## config.mk

```make
export PLATFORM = sky130hd
export DESIGN_NAME = plic_claim_master
export DESIGN_NICKNAME = d
export VERILOG_FILES = /design/src/rtl/plic_claim_pkg.sv /design/src/rtl/plic_apb_req_fsm.sv /design/src/rtl/plic_claim_master.sv
export SDC_FILE = /design/constraint.sdc
export NUM_CORES = 1
export LEC_CHECK = 0
export CAP_MARGIN = 20
export CORE_UTILIZATION = 37
export CTS_BUF_LIST = sky130_fd_sc_hd__clkbuf_16
export DETAILED_ROUTE_END_ITERATION = 8
export PLACE_DENSITY = 0.8
export SYNTH_ARGS = -nofsm -noshare
export SYNTH_HDL_FRONTEND = slang
export SYNTH_SLANG_ARGS = --single-unit
```

## constraint.sdc

```tcl
create_clock -name pclk_i -period 2.5 [get_ports pclk_i]
set_clock_uncertainty 0.15 [all_clocks]
set_input_delay 0.25 -clock pclk_i [delete_from_list [all_inputs] [get_ports pclk_i]]
set_output_delay 0.25 -clock pclk_i [all_outputs]
set_load 0.02 [all_outputs]
```

## src/rtl/plic_claim_pkg.sv

```systemverilog
// Shared types and constants for the PLIC claim/complete requester.
// Covers the top-level sequencing states, the APB phase states and the spurious claim ID.
package plic_claim_pkg;

   typedef enum logic [2:0] {
      ST_IDLE,
      ST_RD_SETUP,
      ST_RD_ACCESS,
      ST_DELIVER,
      ST_SERVICE,
      ST_WR_SETUP,
      ST_WR_ACCESS,
      ST_HOLD
   } claim_state_e;

   typedef enum logic [1:0] {
      APB_IDLE,
      APB_SETUP,
      APB_ACCESS
   } apb_phase_e;

   localparam int SPURIOUS_ID = 0;
   localparam int MAX_STRB_W  = 64;

   function automatic logic [MAX_STRB_W-1:0] strb_all_ones(input int n);
      strb_all_ones = '0;
      for (int i = 0; i < MAX_STRB_W; i++) begin
         if (i < n) strb_all_ones[i] = 1'b1;
      end
   endfunction

endpackage

```

## src/rtl/plic_apb_req_fsm.sv

```systemverilog
// Generic single-transfer APB4 requester with registered bus outputs and a saturating
// pready wait counter. done/rdata/slv_err/timeout are qualifiers for the caller's next-state logic.
module plic_apb_req_fsm #(
   parameter int ADDR_WIDTH = 32,
   parameter int DATA_WIDTH = 32,
   parameter int TIMEOUT    = 255
) (
   input  logic                    i_clk,
   input  logic                    i_rst,
   input  logic                    i_start,
   input  logic                    i_write,
   input  logic [ADDR_WIDTH-1:0]   i_addr,
   input  logic [DATA_WIDTH-1:0]   i_wdata,
   output logic                    o_psel,
   output logic                    o_penable,
   output logic                    o_pwrite,
   output logic [ADDR_WIDTH-1:0]   o_paddr,
   output logic [DATA_WIDTH-1:0]   o_pwdata,
   output logic [DATA_WIDTH/8-1:0] o_pstrb,
   input  logic                    i_pready,
   input  logic                    i_pslv_err,
   input  logic [DATA_WIDTH-1:0]   i_prdata,
   output logic                    o_done,
   output logic [DATA_WIDTH-1:0]   o_rdata,
   output logic                    o_slv_err,
   output logic                    o_timeout
);
   import plic_claim_pkg::*;

   localparam int STRB_W = DATA_WIDTH / 8;
   localparam int CNT_W  = $clog2(TIMEOUT + 1);

   apb_phase_e               r_state, w_state_next;
   logic                     r_psel, w_psel_next;
   logic                     r_penable, w_penable_next;
   logic                     r_pwrite, w_pwrite_next;
   logic [ADDR_WIDTH-1:0]    r_paddr, w_paddr_next;
   logic [DATA_WIDTH-1:0]    r_pwdata, w_pwdata_next;
   logic [STRB_W-1:0]        r_pstrb, w_pstrb_next;
   logic [CNT_W-1:0]         r_cnt, w_cnt_next;
   logic                     w_in_access;

   assign w_in_access = (r_state == APB_ACCESS);

   always_comb begin
      w_state_next   = r_state;
      w_psel_next    = r_psel;
      w_penable_next = r_penable;
      w_pwrite_next  = r_pwrite;
      w_paddr_next   = r_paddr;
      w_pwdata_next  = r_pwdata;
      w_pstrb_next   = r_pstrb;
      case (r_state)
         APB_IDLE: begin
            if (i_start) begin
               w_state_next  = APB_SETUP;
               w_psel_next   = 1'b1;
               w_pwrite_next = i_write;
               w_paddr_next  = i_addr;
               w_pwdata_next = i_write ? i_wdata : '0;
               w_pstrb_next  = i_write ? STRB_W'(strb_all_ones(STRB_W)) : '0;
            end
         end
         APB_SETUP: begin
            w_state_next   = APB_ACCESS;
            w_penable_next = 1'b1;
         end
         APB_ACCESS: begin
            if (i_pready) begin
               w_state_next   = APB_IDLE;
               w_psel_next    = 1'b0;
               w_penable_next = 1'b0;
               w_pwrite_next  = 1'b0;
               w_paddr_next   = '0;
               w_pwdata_next  = '0;
               w_pstrb_next   = '0;
            end
         end
         default: w_state_next = APB_IDLE;
      endcase
   end

   // Wait counter only advances across consecutive ACCESS cycles; it saturates so the pulse fires once.
   always_comb begin
      w_cnt_next = '0;
      if (w_in_access && (w_state_next == APB_ACCESS)) begin
         w_cnt_next = (r_cnt == CNT_W'(TIMEOUT)) ? r_cnt : r_cnt + 1'b1;
      end
   end

   always_ff @(posedge i_clk or posedge i_rst) begin
      if (i_rst) begin
         r_state   <= APB_IDLE;
         r_psel    <= 1'b0;
         r_penable <= 1'b0;
         r_pwrite  <= 1'b0;
         r_paddr   <= '0;
         r_pwdata  <= '0;
         r_pstrb   <= '0;
         r_cnt     <= '0;
      end else begin
         r_state   <= w_state_next;
         r_psel    <= w_psel_next;
         r_penable <= w_penable_next;
         r_pwrite  <= w_pwrite_next;
         r_paddr   <= w_paddr_next;
         r_pwdata  <= w_pwdata_next;
         r_pstrb   <= w_pstrb_next;
         r_cnt     <= w_cnt_next;
      end
   end

   assign o_psel    = r_psel;
   assign o_penable = r_penable;
   assign o_pwrite  = r_pwrite;
   assign o_paddr   = r_paddr;
   assign o_pwdata  = r_pwdata;
   assign o_pstrb   = r_pstrb;
   assign o_done    = w_in_access & i_pready;
   assign o_rdata   = i_prdata;
   assign o_slv_err = w_in_access & i_pready & i_pslv_err;
   assign o_timeout = w_in_access & ~i_pready & (r_cnt == CNT_W'(TIMEOUT - 1));

endmodule

```

## src/rtl/plic_claim_master.sv

```systemverilog
// Hart-side PLIC claim/complete sequencer: claims on irq, hands the ID to the core,
// waits for completion, writes the ID back, and backs off after spurious or failed claims.
module plic_claim_master #(
   parameter int                ADDR_WIDTH = 32,
   parameter int                DATA_WIDTH = 32,
   parameter int                IRQ_ID_W   = 6,
   parameter int                DOMAIN_W   = 2,
   parameter logic [ADDR_WIDTH-1:0] CLAIM_ADDR = 32'h0020_0004,
   parameter logic [2:0]        ACC_PPROT  = 3'b011,
   parameter int                ACC_DID    = 0,
   parameter int                HOLDOFF    = 4,
   parameter int                TIMEOUT    = 255
) (
   input  logic                    pclk_i,
   input  logic                    prst_i,
   input  logic                    irq_i,
   output logic                    psel_o,
   output logic                    penable_o,
   output logic                    pwrite_o,
   output logic [ADDR_WIDTH-1:0]   paddr_o,
   output logic [DATA_WIDTH-1:0]   pwdata_o,
   output logic [DATA_WIDTH/8-1:0] pstrb_o,
   output logic [2:0]              pprot_o,
   output logic [DOMAIN_W-1:0]     acc_did_o,
   input  logic [DATA_WIDTH-1:0]   prdata_i,
   input  logic                    pready_i,
   input  logic                    pslv_err_i,
   output logic                    id_vld_o,
   output logic [IRQ_ID_W-1:0]     id_o,
   input  logic                    id_ack_i,
   input  logic                    cpl_i,
   output logic                    busy_o,
   output logic                    err_o
);
   import plic_claim_pkg::*;

   localparam int HOLD_W = (HOLDOFF > 1) ? $clog2(HOLDOFF) : 1;

   claim_state_e          r_state, w_state_next;
   logic [IRQ_ID_W-1:0]   r_id, w_id_next;
   logic                  r_id_vld, w_id_vld_next;
   logic [HOLD_W-1:0]     r_hold_cnt, w_hold_next;
   logic                  r_busy, r_err;
   logic                  w_start, w_write;
   logic                  w_done, w_slv_err, w_timeout;
   logic [DATA_WIDTH-1:0] w_rdata, w_wdata;

   assign w_wdata = {{(DATA_WIDTH-IRQ_ID_W){1'b0}}, r_id};

   plic_apb_req_fsm #(
      .ADDR_WIDTH (ADDR_WIDTH),
      .DATA_WIDTH (DATA_WIDTH),
      .TIMEOUT    (TIMEOUT)
   ) u_apb (
      .i_clk      (pclk_i),
      .i_rst      (prst_i),
      .i_start    (w_start),
      .i_write    (w_write),
      .i_addr     (CLAIM_ADDR),
      .i_wdata    (w_wdata),
      .o_psel     (psel_o),
      .o_penable  (penable_o),
      .o_pwrite   (pwrite_o),
      .o_paddr    (paddr_o),
      .o_pwdata   (pwdata_o),
      .o_pstrb    (pstrb_o),
      .i_pready   (pready_i),
      .i_pslv_err (pslv_err_i),
      .i_prdata   (prdata_i),
      .o_done     (w_done),
      .o_rdata    (w_rdata),
      .o_slv_err  (w_slv_err),
      .o_timeout  (w_timeout)
   );

   always_comb begin
      w_state_next  = r_state;
      w_id_next     = r_id;
      w_id_vld_next = r_id_vld;
      w_hold_next   = r_hold_cnt;
      w_start       = 1'b0;
      w_write       = 1'b0;
      case (r_state)
         ST_IDLE: begin
            if (irq_i) begin
               w_state_next = ST_RD_SETUP;
               w_start      = 1'b1;
            end
         end
         ST_RD_SETUP: w_state_next = ST_RD_ACCESS;
         ST_RD_ACCESS: begin
            if (w_done) begin
               if (w_slv_err || (w_rdata[IRQ_ID_W-1:0] == IRQ_ID_W'(SPURIOUS_ID))) begin
                  w_state_next = ST_HOLD;
                  w_hold_next  = HOLD_W'(HOLDOFF - 1);
               end else begin
                  w_state_next  = ST_DELIVER;
                  w_id_next     = w_rdata[IRQ_ID_W-1:0];
                  w_id_vld_next = 1'b1;
               end
            end
         end
         ST_DELIVER: begin
            if (r_id_vld && id_ack_i) begin
               w_state_next  = ST_SERVICE;
               w_id_vld_next = 1'b0;
            end
         end
         ST_SERVICE: begin
            if (cpl_i) begin
               w_state_next = ST_WR_SETUP;
               w_start      = 1'b1;
               w_write      = 1'b1;
            end
         end
         ST_WR_SETUP: w_state_next = ST_WR_ACCESS;
         ST_WR_ACCESS: begin
            // A failed complete is reported but never retried.
            if (w_done) w_state_next = ST_IDLE;
         end
         ST_HOLD: begin
            if (r_hold_cnt == '0) w_state_next = ST_IDLE;
            else                  w_hold_next  = r_hold_cnt - 1'b1;
         end
         default: w_state_next = ST_IDLE;
      endcase
   end

   always_ff @(posedge pclk_i or posedge prst_i) begin
      if (prst_i) begin
         r_state    <= ST_IDLE;
         r_id       <= '0;
         r_id_vld   <= 1'b0;
         r_hold_cnt <= '0;
         r_busy     <= 1'b0;
         r_err      <= 1'b0;
      end else begin
         r_state    <= w_state_next;
         r_id       <= w_id_next;
         r_id_vld   <= w_id_vld_next;
         r_hold_cnt <= w_hold_next;
         r_busy     <= (w_state_next != ST_IDLE) && (w_state_next != ST_HOLD);
         r_err      <= w_slv_err | w_timeout;
      end
   end

   assign id_vld_o  = r_id_vld;
   assign id_o      = r_id;
   assign busy_o    = r_busy;
   assign err_o     = r_err;
   assign pprot_o   = ACC_PPROT;
   assign acc_did_o = DOMAIN_W'(ACC_DID);

endmodule
```

-- Word level (Yosys, flattened, before mapping)
Cells that the tools add are included.
- output and inout bits: 85
- logic and storage cells: 103
- flip-flop bits (word level): 95
- reduce and logical (&&, ||, !) cells: 18
- equality and inequality tests: 21
- bitwise gates (word level): 7
- add/subtract/negate cells: 2
- mux-type cells: 41
- operators by type and width (operator ; number):
    32-bit case mux with 2 select lines ; 2
    32-bit two-way mux ; 3
    3-bit case mux with 8 select lines ; 1
    3-bit two-way mux ; 7
    8-bit equality test (second input constant) ; 2
    8-bit two-way mux ; 2
    3-bit equality test (second input constant) ; 4
    4-bit two-way mux ; 3
    2-bit != test (second input constant) ; 6
    2-bit two-way mux ; 5
    1-bit case mux with 2 select lines ; 5
    1-bit two-way mux ; 9
    8-bit by 1-bit adder with 8-bit output (second input constant) ; 1
    4-bit case mux with 2 select lines ; 1
    4-bit AND reduction ; 2
    2-bit nonzero test ; 4
    3-bit by 2-bit equality test with 1-bit output (second input constant) ; 2
    6-bit zero test ; 1
    6-bit two-way mux ; 1
    2-bit case mux with 3 select lines ; 1
    3-bit AND reduction ; 2
    1-bit AND ; 4
    2-bit equality test (second input constant) ; 2
    2-bit zero test ; 2
    other kinds (13) ; 17

-- Logic depth before layout (Yosys ltp)
Gate-level depths: netlist of the first run.
- word-level depth: 9
- gate-level depth with buffers: 7
- gate-level depth less buffers: 7

-- Hierarchy
A second synthesis of the first run with hierarchy kept.
- cells, all modules: 317
- area, all modules: 3960.0 um^2
- by module, submodules not included (module ; area an instance (um^2) ; cells each ; times used):
    plic_apb_req_fsm ; 3175.5 ; 246 ; 1
    plic_claim_master ; 784.5 ; 71 ; 1

-- Worst setup path after synthesis of the first run
OpenSTA, ideal clock, no wires.
- kind: register to register
- start: register u_apb.r_state[1]
- end: register r_hold_cnt[0]
- stages on the path, launching flop included: 7
- slack: 522 ps
- required time: 2225 ps
- arrival: 1703 ps
- setup time: 125 ps
- buffers on the path: 1
- cells stage by stage: dfrtp_1 > and3b_1 > buf_6 > a22o_1 > a211oi_2 > and3b_4 > mux2_4
- word-level cells in the longest chain between the ends: 6
- ends and longest elaborated chain (element ; line ; RTL):
    start: declaration ; plic_apb_req_fsm.sv:33 ; apb_phase_e r_state, w_state_next;
    start signal: assignment ; plic_apb_req_fsm.sv:102 ; r_state <= w_state_next;
    2-bit equality test (*) ; plic_apb_req_fsm.sv:43 ; assign w_in_access = (r_state == APB_ACCESS);
    1-bit AND (*) ; plic_apb_req_fsm.sv:119, plic_apb_req_fsm.sv:121 ;
    1-bit AND ; plic_apb_req_fsm.sv:121 ; assign o_slv_err = w_in_access & i_pready & i_pslv_err;
    1-bit logical OR ; plic_claim_master.sv:93 ; if (w_slv_err || (w_rdata[IRQ_ID_W-1:0] == IRQ_ID_W'(SPURIOUS_ID))) begin
    2-bit != test (no source line) ; -- ;
    4-bit AND reduction (no source line) (*) ; -- ;
    end signal: assignment ; plic_claim_master.sv:141 ; r_hold_cnt <= w_hold_next;
    end: declaration ; plic_claim_master.sv:42 ; logic [HOLD_W-1:0] r_hold_cnt, w_hold_next;
Every way passes the cells marked *; elsewhere a longest branch is shown, timed or not.
A chain may end at the register's enable or synchronous reset.

-- Worst setup path after layout of the first run
- start: register u_apb.r_state[0]
- end: register r_hold_cnt[1]
The elaborated chain is that of the path after synthesis.

==> summary.md, run 1 <==
| Metric | Value |
|---|---|
| Status | complete, no violations |
| CTS sink count | 33 |
| Max clock buf depth | 2 |
| Static Leak | 1.12 nW |
| Area of the multi-input gates | 866 µm² |
| Synth warnings | 0 |
| RSZ-0062 raised after global routing | no |
| First drt pass iteration count | 4 |
| Main flop type after synthesis | dfrtp_1 |
| Slew Viols, Final | 0 |
| Syn Area/Cell | roughly 10 µm² |
| Worst-skew pair later-pin latency | 0.28 ns |
| Post-route minimum period | around 2.1 ns |
| Vias in the first global route | 1205 |
| Seq/Total Area, Yosys | a little over 40% |
| Initial Utilization | between 30% and 40% |
| Die Footprint | just under 6000 µm² |
| Crit path max fanout | 7 |
| Area contributors post-synth | dfrtp_1, buf_4, mux2_2 |
| Crit path kind | flop to flop |
| Post-synth EDFFs | 0 |
| Post-DP HPWL | around 2600 µm |
| Hold Buf Count CTS | 0 |
| Die height | around 76 µm |
| Fmax | around 470 MHz |
| Yosys top cell area share | between 40% and 50% |
| Crit share post-route | ~86% |
| Post-synth top cells | buf_4, dfrtp_1, nor2_1 |
| CTS tree | yes |
| Post-DR wirelength/cell | about 11 µm |
| Fin. Hold Viols | 0 |
| Cell taking the most area after synthesis | dfrtp_1 |
| Delay-heaviest family, CP | simple AND/OR/NAND/NOR gates |
| Critical path buffer and inverter count | 0 |
| Ant diodes | 0 |
| CP Capture Type | flop |
| Worst vdd ir | approximately 510 µV |
| Final #Nets | 282 |
| Ordered cell list for the critical path | nand3b_1, nor4b_2, a211oi_2, and3b_4, mux2_4 |
| CP Launch Type | flop |
| Post-route ant nets | 0 |
| Vias | between 1000 and 1500 |
| First-pass GRT wire length | between 5000 and 6000 µm |
| Setup TNS Final | 0 ns |
| Vias per cell | 4.40 |
| Clk slew on worst S/H paths | 0.05 ns |
| Minimum hold slack | a little over 0.2 ns |
| DP Cell Count | around 300 |
| Syn Std Cell Area | a little over 2000 µm² |
| CTS buffer count | 5 |
| Post_cts resized | 0 |
| Die width | ~76 µm |
| Port bufs | 36 |
| Area added between synthesis and finish | 14.8% |
| CP peak stage delay | between 0.4 and 0.5 ns |
| Largest net degree at the start of global routing | 34 |
| Fill cell total of the finished layout | about 500 |
| Initial antenna violation count | 0 |
| Layout Cells excl Fill | 311 |
| Cells after Synth | between 200 and 250 |
| Count leader, synth | buf_4 |
| CTS root buf | clkbuf_16 |
| Ys async rst share | 100% |
| Req. time, crit path | approximately 2.5 ns |
| Finish-stage setup viols | 0 |
| Post-DP Area | between 2000 and 2500 µm² |
| Tot GR Track Use | about an eighth |
| CTS H-tree depth | 2 |
| Final Core Density | between 40% and 50% |
| Pwr dens | 1070 nW/µm² |
| Max Cap Viol | 0 |
| Class of the worst hold path | primary input to async pin |
| Total gr overflow | 0 |
| Share of cells above drive strength 1 | 9.13% |
| Total Wirelength | ~3600 µm |
| Area of the core | 5200 µm² |
| Fin area | between 2000 and 2500 µm² |
| Worst-path cell with the longest stage delay | dfrtp_1 |
| Library cells used by synthesis | 37 |
| GPL Wtd Cong | 0.833 |
| Starting DRC count in detailed routing | between 80 and 90 |
| Crit path DAT | approximately 2.2 ns |
| Yosys reg bits | 33 |
| FF/Latch Area | slightly above 800 µm² |
| Cell Rows | 26 |
| Post-CTS Setup Inserts | 0 |
| Drt drc | 0 |
| IO Pins | around 120 |
-- worst min-delay path: stages --
cell,delay [ns]
clkdlybuf4s50_1,0.39
inv_1,0.05
buf_4,0.36
-- routing by layer --
metal  vias up  GRT usage (%)  wire length [µm]
met3         9           5.27               226
met1       658           15.5              1510
met4         0           6.35                80
li1        644              -                 -
met2        57           20.1              1740
met5         -              0                 0
-- layout by cell type, fill, tap and decap left out, drive strengths merged --
| master | instances |
|---|---|
| nor2 | 14 |
| conb | 61 |
| xnor2 | 2 |
| a211oi | 5 |
| clkbuf | 5 |
| dfrtp | 33 |
| a22o | 7 |
| a311oi | 1 |
| a21oi | 6 |
| clkdlybuf4s50 | 36 |
| ha | 3 |
| nand4 | 3 |
| and3 | 2 |
| a31oi | 2 |
| nand2b | 2 |
| nor3 | 1 |
| nand2 | 8 |
| or3 | 1 |
| a21o | 2 |
| o31ai | 1 |
| nor4b | 1 |
| and4 | 3 |
| nor2b | 1 |
| nand3 | 5 |
| nor4 | 1 |
| o22ai | 1 |
| and3b | 2 |
| buf | 4 |
| mux2 | 9 |
| nand3b | 3 |
| a22oi | 1 |
| inv | 11 |
| o21ai | 4 |
-- stage by stage --
| step | setup WS (ns) | total power, mW |
|---|---|---|
| after floorplan | 0.522 | 1.62 |
| after global placement | 0.164 | 1.90 |
| after detailed placement | 0.113 | 1.94 |
| after CTS | 0.341 | 2.51 |
| after global routing | 0.264 | 2.63 |
| final | 0.361 | 2.49 |
-- flip-flops by register name, indices dropped and copies added, names as in the netlist --
name	cells
u_apb.o_paddr	1
u_apb.r_cnt	8
err_o	1
r_state	3
u_apb.r_state	2
u_apb.o_pwdata	6
id_o	6
busy_o	1
u_apb.o_penable	1
r_hold_cnt	2
u_apb.o_pstrb	1
id_vld_o	1
-- cell type report --
type	count	share of cell area (%)
Multi-Input combinational cell	152	37.1
Sequential cell	33	35.4
Timing Repair Buffer	40	16.7
Clock buffer	5	5.36
Tap cell	70	3.75
Inverter	8	1.29
Clock inverter	3	0.482
-- logic make-up after synthesis --
logic type / after synthesis / share of synthesized area [%]
compound gates: 30 / 10.4
xor+xnor: 2 / 0.861
fa+ha+maj: 3 / 1.85
buf+inv: 81 / 27.7
flops: 33 / 40.6
mux: 9 / 5.35
other cells: 2 / 0.369
simple gates: 47 / 12.9
-- final timing paths --
check | startpoint | to | slack, ns | cells after the start
worst max-delay path | u_apb.r_state[0] | r_hold_cnt[1] | 0.36 | 5
worst min-delay path | prst_i | id_o[4] | 0.20 | 3
worst max register to register | u_apb.r_state[0] | r_hold_cnt[1] | 0.36 | 5
worst min register to register | u_apb.o_pwdata[5] | u_apb.o_pwdata[5] | 0.35 | 1
max in group asynchronous | prst_i | busy_o | 1.70 | 3
min in group pclk_i | u_apb.o_pwdata[5] | u_apb.o_pwdata[5] | 0.35 | 1
-- power by group --
group / leakage, nW / total [mW] / internal (mW) / switching (mW)
Clock: 0.0776 / 0.563 / 0.357 / 0.206
Combinational: 0.621 / 1.05 / 0.501 / 0.545
Sequential: 0.425 / 0.882 / 0.712 / 0.170
(Power assumes the default switching activity.)
==> run 2: changes to the inputs <==
--- a/config.mk
+++ b/config.mk
@@ -8,6 +8,7 @@
 export CAP_MARGIN = 20
 export CORE_UTILIZATION = 37
 export CTS_BUF_LIST = sky130_fd_sc_hd__clkbuf_16
+export CTS_CLUSTER_SIZE = 30
 export DETAILED_ROUTE_END_ITERATION = 8
 export PLACE_DENSITY = 0.8
 export SYNTH_ARGS = -nofsm -noshare
==> results of run 2 <==
The final DEF is identical to that of run 1; final timing and power are the same.
==> run 3: changes to the inputs <==
--- a/config.mk
+++ b/config.mk
@@ -6,11 +6,13 @@
 export NUM_CORES = 1
 export LEC_CHECK = 0
 export CAP_MARGIN = 20
-export CORE_UTILIZATION = 37
+export CORE_UTILIZATION = 40
 export CTS_BUF_LIST = sky130_fd_sc_hd__clkbuf_16
+export CTS_CLUSTER_DIAMETER = 120
 export CTS_CLUSTER_SIZE = 30
 export DETAILED_ROUTE_END_ITERATION = 8
-export PLACE_DENSITY = 0.8
+export PLACE_DENSITY = 0.7
 export SYNTH_ARGS = -nofsm -noshare
 export SYNTH_HDL_FRONTEND = slang
+export SYNTH_HIERARCHICAL = 1
 export SYNTH_SLANG_ARGS = --single-unit
==> run 3 against run 2 <==
Routed wire length rose by 110%; total power increased by 27%; clock power grew to 2.6 times the previous value; sequential cell count up 58; die area up 69%; design area is 120% higher; register-to-register slack improved by 0.06 ns; area after synthesis is 85% higher; worst hold slack worse by 0.0067 ns; utilization rose by 12 points; largest cell class is now flip-flops and latches; largest power group is now sequential cells.
==> summary.md, run 3 <==
| Metric | Value |
|---|---|
| Post-DP Area | 4920 µm² (was 2200 µm²) |
| First drt pass iteration count | 4 (unchanged) |
| Commonest non-fill, non-tap cells in the layout | clkdlybuf4s50_1, dfrtp_1, a22o_1 (was conb_1, clkdlybuf4s50_1, dfrtp_1) |
| Crit share post-route | 83.1% (was 85.5%) |
| Ordered cell list for the critical path | and3b_1, nor2b_4, nand3b_4, o22ai_2, mux2_1 (was nand3b_1, nor4b_2, a211oi_2, and3b_4, mux2_4) |
| IO Pins | 124 (unchanged) |
| Pwr dens | 605 nW/µm² (was 1070 nW/µm²) |
| Starting DRC count in detailed routing | 128 (was 86) |
| Max Cap Viol | 0 (unchanged) |
| Cells after Synth | 291 (was 207) |
| Total Wirelength | 7630 µm (was 3560 µm) |
| Setup TNS Final | 0 ns (unchanged) |
| Worst-path cell with the longest stage delay | dfrtp_1 (unchanged) |
| CP peak stage delay | 0.45 ns (was 0.43 ns) |
| Fin area | 5250 µm² (was 2340 µm²) |
| CTS buffer count | 9 (was 5) |
| RSZ-0062 raised after global routing | no (unchanged) |
| Worst-skew pair later-pin latency | 0.33 ns (was 0.28 ns) |
| CP Depth | 5 (unchanged) |
| Syn Std Cell Area | 3760 µm² (was 2030 µm²) |
| Vias in the first global route | 2512 (was 1205) |
| Tot GR Track Use | 16.8% (was 12.9%) |
| Synth warnings | 6 (was 0) |
| Status | complete, no violations (unchanged) |
| Worst vdd ir | 324 µV (was 513 µV) |
| Die width | 99.0 µm (was 76.2 µm) |
| Req. time, crit path | 2.56 ns (was 2.51 ns) |
| Class of the worst hold path | primary input to async pin (unchanged) |
| CTS root buf | clkbuf_16 (unchanged) |
| Ant diodes | 0 (unchanged) |
| Least-Margin Pin Slew | approximately 0.56 ns |
| Cell Rows | 35 (was 26) |
| Vias per cell | 4.92 (was 4.40) |
| Clk slew on worst S/H paths | 0.07 ns (was 0.05 ns) |
| Initial Utilization | 40.9% (was 39.1%) |
| CP Launch Type | flop (unchanged) |
| Power Total | 3.17 mW (was 2.49 mW) |
| Initial antenna violation count | 0 (unchanged) |
| CTS tree | yes (unchanged) |
| Critical path buffer and inverter count | 0 (unchanged) |
| Crit path max fanout | 6 (was 7) |
| Die Footprint | 9800 µm² (was 5800 µm²) |
| Post-CTS Setup Inserts | 0 (unchanged) |
| Static Leak | 2.47 nW (was 1.12 nW) |
| Post_cts resized | 0 (unchanged) |
| CTS H-tree depth | 3 (was 2) |
| Port bufs | 92 (was 36) |
| Post-route minimum period | 2.08 ns (was 2.14 ns) |
| Post-DR wirelength/cell | 14.0 µm (was 11.4 µm) |
| Drt drc | 0 (unchanged) |
| Crit path kind | flop to flop (unchanged) |
| Post-route ant nets | 0 (unchanged) |
| Total gr overflow | 0 (unchanged) |
| Largest net degree at the start of global routing | 78 (was 34) |
| CTS sink count | 91 (was 33) |
| Post-DP HPWL | 5180 µm (was 2620 µm) |
| Finish-stage setup viols | 0 (unchanged) |
| GPL Wtd Cong | 0.871 (was 0.833) |
| Rel. slew slack | approximately 62% |
| Fin. Hold Viols | 0 (unchanged) |
| Commonest non-fill, non-tap cell in the layout | clkdlybuf4s50_1 (was conb_1) |
| Final #Nets | 472 (was 282) |
| Vias | 2689 (was 1368) |
| First-pass GRT wire length | 12700 µm (was 5770 µm) |
| R2R cell count | 5 (unchanged) |
| Crit path DAT | 2.14 ns (was 2.15 ns) |
| Slew Viols, Final | 0 (unchanged) |
| Max clock buf depth | 2 (unchanged) |
| Hold Buf Count CTS | 0 (unchanged) |
| Fmax | 482 MHz (was 468 MHz) |
| Delay-heaviest family, CP | simple AND/OR/NAND/NOR gates (unchanged) |
| Share of cells above drive strength 1 | 8.97% (was 9.13%) |
| CP Capture Type | flop (unchanged) |
| Area added between synthesis and finish | 39.4% (was 14.8%) |
| Syn Area/Cell | 12.9 µm² (was 9.83 µm²) |
| Area of the core | 9200 µm² (was 5200 µm²) |
| Die height | 99.0 µm (was 76.2 µm) |
[run 3: stage by stage]
| step | setup WS (ns) | cells | util, % | hold slack, ns |
|---|---|---|---|---|
| after global placement | 0.194 | 530 | 53.5 | 0.320 |
| final | 0.423 | 546 | 57.1 | 0.196 |
| after detailed placement | 0.135 | 530 | 53.5 | 0.331 |
| after CTS | 0.408 | 546 | 57.1 | 0.197 |
| after floorplan | 0.133 | 352 | - | -0.0108 |
| after global routing | 0.323 | 546 | 57.1 | 0.237 |
[run 3: path summary, 6_finish.rpt]
kind	start	slack, ns	end
max in group asynchronous	prst_i	1.63	id_o[2]
worst min-delay path	prst_i	0.20	r_hold_cnt[0]
worst min register to register	u_apb/o_paddr[28]	0.35	u_apb/o_paddr[28]
worst max-delay path	u_apb/r_state[0]	0.42	r_hold_cnt[1]
worst max register to register	u_apb/r_state[0]	0.42	r_hold_cnt[1]
min in group pclk_i	u_apb/o_paddr[28]	0.35	u_apb/o_paddr[28]
[run 3: routing by layer]
layer  GRT usage, %  routed length (µm)
met2           25.7                3520
met5              0                   0
met3           4.40                 340
met4           6.66                  91
met1           22.7                3680
[run 3: report_power, final]
group          total (mW)  internal (mW)  switching [mW]
Clock                1.45          0.884           0.567
Sequential           1.52           1.50          0.0179
Combinational       0.202         0.0916           0.111
[run 3: final cells by class]
cell class	count	area, µm²
fill	796	3950
sequential	91	2280
multi-input combinational	215	1450
timing repair buffer	100	1010
clock buffer	9	225
tap	111	139
clock inverter	7	100
inverter	13	50.0
